**src/rtl/cordic_arg_reduce_ctrl.sv**
```systemverilog
// Front-end controller for the CORDIC sine/cosine engine: reduces a Q3.(W-3) angle
// to [0, pi/2) plus a quadrant, launches the CORDIC FSM and hands its result downstream.
module cordic_arg_reduce_ctrl #(
    parameter int              W       = 32,
    parameter int              RW      = 32,
    parameter logic [W-1:0]    HALF_PI = 32'h3243F6A9,
    parameter logic [W-1:0]    TWO_PI  = 32'hC90FDAA2
) (
    input  logic          clk,
    input  logic          reset,
    input  logic          beg_in,
    input  logic          operation_in,
    input  logic [W-1:0]  angle_in,
    output logic          busy,
    output logic          beg_FSM_CORDIC,
    output logic          operation,
    output logic [1:0]    shift_region_flag,
    output logic [W-1:0]  angle_red,
    input  logic          ready_CORDIC,
    input  logic [RW-1:0] result_in,
    output logic          ACK_FSM_CORDIC,
    output logic          valid_out,
    output logic [RW-1:0] data_out,
    input  logic          ack_out
);

    typedef enum logic [2:0] {
        S_IDLE,
        S_WRAP,
        S_QUAD,
        S_LAUNCH,
        S_WAIT,
        S_ACK,
        S_HOLD
    } state_t;

    state_t        state_reg, state_next;
    logic [W-1:0]  r_reg, r_next;
    logic [1:0]    q_reg, q_next;
    logic          op_reg, op_next;
    logic [RW-1:0] data_reg, data_next;
    logic          valid_reg, valid_next;

    always_ff @(posedge clk) begin
        if (!reset) begin
            state_reg <= S_IDLE;
            r_reg     <= '0;
            q_reg     <= '0;
            op_reg    <= 1'b0;
            data_reg  <= '0;
            valid_reg <= 1'b0;
        end else begin
            state_reg <= state_next;
            r_reg     <= r_next;
            q_reg     <= q_next;
            op_reg    <= op_next;
            data_reg  <= data_next;
            valid_reg <= valid_next;
        end
    end

    always_comb begin
        state_next = state_reg;
        r_next     = r_reg;
        q_next     = q_reg;
        op_next    = op_reg;
        data_next  = data_reg;
        valid_next = valid_reg;
        case (state_reg)
            S_IDLE: begin
                if (beg_in) begin
                    r_next     = angle_in;
                    op_next    = operation_in;
                    q_next     = '0;
                    state_next = S_WRAP;
                end
            end
            S_WRAP: begin
                // Inputs are below 8 < 4*pi, so a single 2*pi subtraction always suffices.
                if (r_reg >= TWO_PI) begin
                    r_next = r_reg - TWO_PI;
                end
                state_next = S_QUAD;
            end
            S_QUAD: begin
                if (r_reg >= HALF_PI) begin
                    r_next = r_reg - HALF_PI;
                    q_next = q_reg + 2'd1;
                end else begin
                    state_next = S_LAUNCH;
                end
            end
            S_LAUNCH: begin
                state_next = S_WAIT;
            end
            S_WAIT: begin
                if (ready_CORDIC) begin
                    data_next  = result_in;
                    state_next = S_ACK;
                end
            end
            S_ACK: begin
                valid_next = 1'b1;
                state_next = S_HOLD;
            end
            S_HOLD: begin
                // A beg_in coinciding with ack_out is dropped; IDLE samples it afresh.
                if (ack_out) begin
                    valid_next = 1'b0;
                    state_next = S_IDLE;
                end
            end
            default: begin
                state_next = S_IDLE;
            end
        endcase
    end

    assign busy              = (state_reg != S_IDLE);
    assign beg_FSM_CORDIC    = (state_reg == S_LAUNCH);
    assign ACK_FSM_CORDIC    = (state_reg == S_ACK);
    assign operation         = op_reg;
    assign shift_region_flag = q_reg;
    assign angle_red         = r_reg;
    assign valid_out         = valid_reg;
    assign data_out          = data_reg;

endmodule

```
**config.mk**
```make
export PLATFORM = sky130hd
export DESIGN_NAME = cordic_arg_reduce_ctrl
export DESIGN_NICKNAME = d
export VERILOG_FILES = /design/src/rtl/cordic_arg_reduce_ctrl.sv
export SDC_FILE = /design/constraint.sdc
export NUM_CORES = 1
export LEC_CHECK = 0
export BUFFER_PORTS_ARGS = -buffer_cell sky130_fd_sc_hd__clkbuf_2
export CORE_ASPECT_RATIO = 0.9
export CORE_MARGIN = 8
export CORE_UTILIZATION = 53
export DETAILED_ROUTE_END_ITERATION = 10
export GPL_ROUTABILITY_DRIVEN = 0
export PLACE_DENSITY = 0.85
export SKIP_CTS_REPAIR_TIMING = 1
export SLEW_MARGIN = 25
export SYNTH_ARGS = -nofsm -noshare
export SYNTH_HDL_FRONTEND = slang
export SYNTH_SLANG_ARGS = --single-unit
```
**constraint.sdc**
```tcl
create_clock -name clk -period 3.11 [get_ports clk]
set_clock_uncertainty 0.15 [all_clocks]
set_input_delay 0.622 -clock clk [delete_from_list [all_inputs] [get_ports clk]]
set_output_delay 0.622 -clock clk [all_outputs]
set_load 0.02 [all_outputs]
```
### Word level (Yosys, flattened, before mapping)

Cells that the tools add are included.

| storage, ports and cells | value |
|---|---|
| bits of input ports | 70 |
| flip-flop bits (word level) | 71 |
| logic and storage cells | 48 |

| operators by class | value |
|---|---|
| add/sub/neg operators | 3 |
| equal/unequal tests | 12 |
| reductions and logical operators | 11 |
| $lt $le $gt $ge | 2 |
| muxes and demuxes | 14 |

Operators with widths:

| kind | number |
|---|---|
| 32-bit two-way mux | 3 |
| 32-bit one-hot mux with 3 select lines | 1 |
| 32-bit by 30-bit greater-or-equal comparator with 1-bit output (second input constant) | 1 |
| 32-bit greater-or-equal comparator (second input constant) | 1 |
| 32-bit by 30-bit subtractor with 32-bit output (second input constant) | 1 |
| 32-bit subtractor (second input constant) | 1 |
| 3-bit one-hot mux with 7 select lines | 1 |
| 3-bit two-way mux | 4 |
| 2-bit != test (second input constant) | 6 |
| 3-bit == test (second input constant) | 3 |
| 4-bit AND reduction | 2 |
| 3-bit by 2-bit == test with 1-bit output (second input constant) | 2 |
| 2-bit AND reduction | 3 |
| 3-bit nonzero test | 2 |
| 2-bit two-way mux | 2 |
| 2-bit one-hot mux with 2 select lines | 1 |
| 2-bit nonzero test | 2 |
| 3-bit by 1-bit == test with 1-bit output (second input constant) | 1 |
| 3-bit zero test | 1 |
| 3-bit AND reduction | 1 |
| 2-bit by 1-bit adder with 2-bit output (second input constant) | 1 |
| 1-bit one-hot mux with 2 select lines | 1 |
| 1-bit two-way mux | 1 |

### Longest topological paths before layout

| depth | value |
|---|---|
| depth after elaboration | 3 |
| gate-level depth with buffers | 11 |
| depth with buffers taken out | 9 |

### Worst setup path after synthesis

OpenSTA, ideal clock, no wires.

| path | value |
|---|---|
| path type | register to register |
| start | register r_reg[1], in the netlist angle_red[1] |
| end | register r_reg[28], in the netlist angle_red[28] |
| library setup time | 117 ps |
| data arrival time | 2447 ps |
| cell stages (with the launch flop) | 11 |
| clock period less this slack | 2714 ps |
| setup slack | 396 ps |
| required time | 2843 ps |
| cell sequence | dfxtp_1 -> inv_1 -> ha_1 -> nand2b_1 -> a2111oi_0 -> or3_1 -> clkbuf_1 -> a21boi_2 -> o221ai_1 -> a221o_1 -> a32o_1 |

| between the ends | value |
|---|---|
| longest elaborated chain between the ends | 3 |
| elaborated cells between the ends (all ways) | 10 |
| classes of those cells | 2 x add/sub; 2 x order compare; 2 x eq/ne; 3 x mux; 1 x reduce/logical |

RTL lines:

| item | RTL line | text |
|---|---|---|
| start: declaration | 38 | `logic [W-1:0] r_reg, r_next;` |
| start signal: assignment | 54 | `r_reg <= r_next;` |
| 32-bit by 30-bit subtractor with 32-bit output (tied with other cells) | 87 | `r_next = r_reg - HALF_PI;` |
| 32-bit two-way mux (tied with other cells) | 86 | `if (r_reg >= HALF_PI) begin` |
| 32-bit one-hot mux with 3 select lines or 4-bit AND reduction (tied branches) | n/a |  |

Parallel ways exist; a longest one is shown, timed or not. The select of a mux whose other input is x is not followed.
A chain may end at the register's enable or synchronous reset.

### Worst setup path after layout

| path | value |
|---|---|
| start | register r_reg[0], in the netlist angle_red[0] |
| end | register r_reg[30], in the netlist angle_red[30] |

The elaborated chain is that of the path after synthesis.

==> impl_metrics.env <==
export IMPL_postRouteAntennaNets=0
export IMPL_nets=868
export IMPL_wl_um=17700
export IMPL_ir_worst_vdd_uv=368
export IMPL_syn_nets=759
export IMPL_drtIter0Drc=1123
export IMPL_cts_inserted_buffers=9
export IMPL_grt_pass1_vias=5771
export IMPL_yosysUniqueCellTypes=80
export IMPL_r2r_cells=9
export IMPL_fin_crit_sh_pct=95.5
export IMPL_endpoint_kind="flop"
export IMPL_start_util_pct=54.2
export IMPL_max_stage_delay_ns=0.68
export IMPL_ys_seq_area_share_pct=29.0
export IMPL_die_w_um=117
export IMPL_wire_per_inst_um=19.3
export IMPL_viasPerCell=6.63
export IMPL_place_hpwl_um=12300
export IMPL_cts_clk_slew_worst_paths_ns=0.09
export IMPL_synth_warning_count=0
export IMPL_final_common_cell="clkbuf_2"
export IMPL_clk_root_buffer_cell="clkbuf_8"
export IMPL_finalInstanceArea_sq_mm=0.00591
export IMPL_area_delta_synth_final_pct=20.7
export IMPL_post_route_drc_count=0
export IMPL_cp_slowest_cell="a2111oi_0"
export IMPL_fin_crit_ns=2.97
export IMPL_h_tree_depth=3
export IMPL_pre_cts_ws_ns=0.217
export IMPL_syn_cell_area_sq_mm=0.00490
export IMPL_rows=33
export IMPL_path_cells="inv_1, ha_1, nand2b_1, a2111oi_0, or3_1, a21boi_2, o22a_1, o311ai_0, a32o_1"
export IMPL_cellPowerDensity_mw_per_mm2=677
export IMPL_grt_start_max_net_pins=36
export IMPL_num_vias=6101
export IMPL_dpl_cell_area_sq_mm=0.00568
export IMPL_grt_usage_pct=26.8
export IMPL_power_leakage_nw=2.32
export IMPL_syn_inst=684
export IMPL_tightest_slew_ns=0.718
export IMPL_finalHoldViolations=0
export IMPL_timing_hold_ws_ns=0.309
export IMPL_timing_final_ws_setup_ns=0.139
export IMPL_clock_latency_ns=0.35
export IMPL_power_w=0.00400
export IMPL_max_cap_violations=0
export IMPL_seq_area_sq_mm=0.00142
export IMPL_status="completed"
export IMPL_antenna_found_initial=0
export IMPL_holdPathStages=2
export IMPL_ys_flop_type="dfxtp_1"
export IMPL_setup_viol=0
export IMPL_grt_pass1_wl_um=28600
export IMPL_fillerInstances=757
export IMPL_dr_pass1_iters=6
export IMPL_final_cell_mix="clkbuf_2 (140), nand2_1 (125), a21oi_1 (81)"
export IMPL_relSlewSlack_pct=50.9
export IMPL_critical_path_class="reg -> reg"
export IMPL_cts_sinks=71
export IMPL_start_kind="flop"
export IMPL_die_area_sq_mm=0.0126
export IMPL_core_area_sq_mm=0.00904
export IMPL_async_flop_share_pct=0
export IMPL_io_pins=141
export IMPL_gr_total_overflow=0
export IMPL_ys_ff_latch=71
export IMPL_synth_avg_cell_area_sq_um=7.17
export IMPL_drive_gt1_share_pct=26.6
export IMPL_synth_edff_count=0
export IMPL_numPortBuffers=140
export IMPL_setup_tns_ns=0
export IMPL_hold_class="reg -> reg"
export IMPL_cts_tree="built"
export IMPL_diodes=0
export IMPL_multi_input_area_sq_mm=0.00317
export IMPL_critPathMaxFanout=7
export IMPL_fp_dieH_um=107
export IMPL_slew_viol_final=0
export IMPL_crit_required_ns=3.26
export IMPL_max_freq_mhz=337
export IMPL_cts_path_max_buffers=2
export IMPL_cp_data_arrival_time_ns=3.12
## per-layer routing
metal / GRT usage [%] / part of all wire, % / routed length, um / vias to the layer above
li1: - / - / - / 2750
met3: 4.83 / 12 / 2120 / 85
met1: 34.9 / 38 / 6680 / 2768
met5: 0 / 0 / 0 / -
met4: 11.4 / 3.5 / 618 / 0
met2: 43.1 / 47 / 8330 / 498
## per-stage QoR
stage                     util (%)  std cells
after floorplan                  -        684
after CTS                     65.3        920
after detailed placement      62.8        904
after global placement        62.8        904
final                         65.4        920
after global routing          65.4        920
## synth_stat cells (5+ instances only)
library cell  number  area, sq um
nand2_1          125          469
a21oi_1           81          405
dfxtp_1           71         1420
clkbuf_1          55          206
o21ai_0           54          270
nor2_1            35          131
nor3_1            18         90.1
nand3_1           15         75.1
o22ai_1           13         81.3
a211oi_1          11         82.6
a31oi_1            9         56.3
inv_1              9         33.8
and2_1             8         50.1
o21a_1             8         60.1
a22oi_1            7         52.6
and3_1             7         43.8
a21o_1             6         45.0
nand4_1            6         37.5
o211ai_1           6         45.0
a221oi_1           5         43.8
a32o_1             5         50.1
a32oi_1            5         43.8
buf_6              5         56.3
ha_1               5         62.6
nand2b_1           5         31.3
nor4_1             5         31.3
o31ai_1            5         37.5
## final timing paths
check	startpoint	end	slack, ns
worst max-delay path	angle_red[0]	angle_red[30]	0.14
worst min-delay path	data_out[6]	data_out[6]	0.31
worst max register to register	angle_red[0]	angle_red[30]	0.14
worst min register to register	data_out[6]	data_out[6]	0.31
## worst max-delay path, delay by kind of cell, from the launching register on
family	cells	cell delay, ns
flops	1	0.36
simple gates	2	0.49
compound gates	5	1.53
buf+inv	1	0.13
fa+ha+maj	1	0.25
## cells by family after synthesis
kind of cell             after synthesis  synth area share, %
flip-flops                            71                 29.0
buffers and inverters                 78                 6.99
AO/OA/AOI/OAI                        269                 36.7
XOR/XNOR                               3                0.536
AND/OR/NAND/NOR                      258                 25.5
adder cells (fa/ha/maj)                5                 1.28
## cell type report
| class | instances | area share (%) |
|---|---|---|
| clock buffer | 9 | 2.09 |
| multi-input combinational | 535 | 53.6 |
| timing repair buffer | 166 | 15.4 |
| clock inverter | 7 | 1.73 |
| sequential | 71 | 24.0 |
| tap | 122 | 2.58 |
| inverter | 10 | 0.635 |
## where the power goes
group	total, W	internal, W	leakage (nW)	switching, W
Clock	0.000872	0.000461	0.110	0.000412
Sequential	0.00126	0.00102	0.578	0.000246
Combinational	0.00187	0.000698	1.63	0.00117
Power figures use the tool's default switching activity.
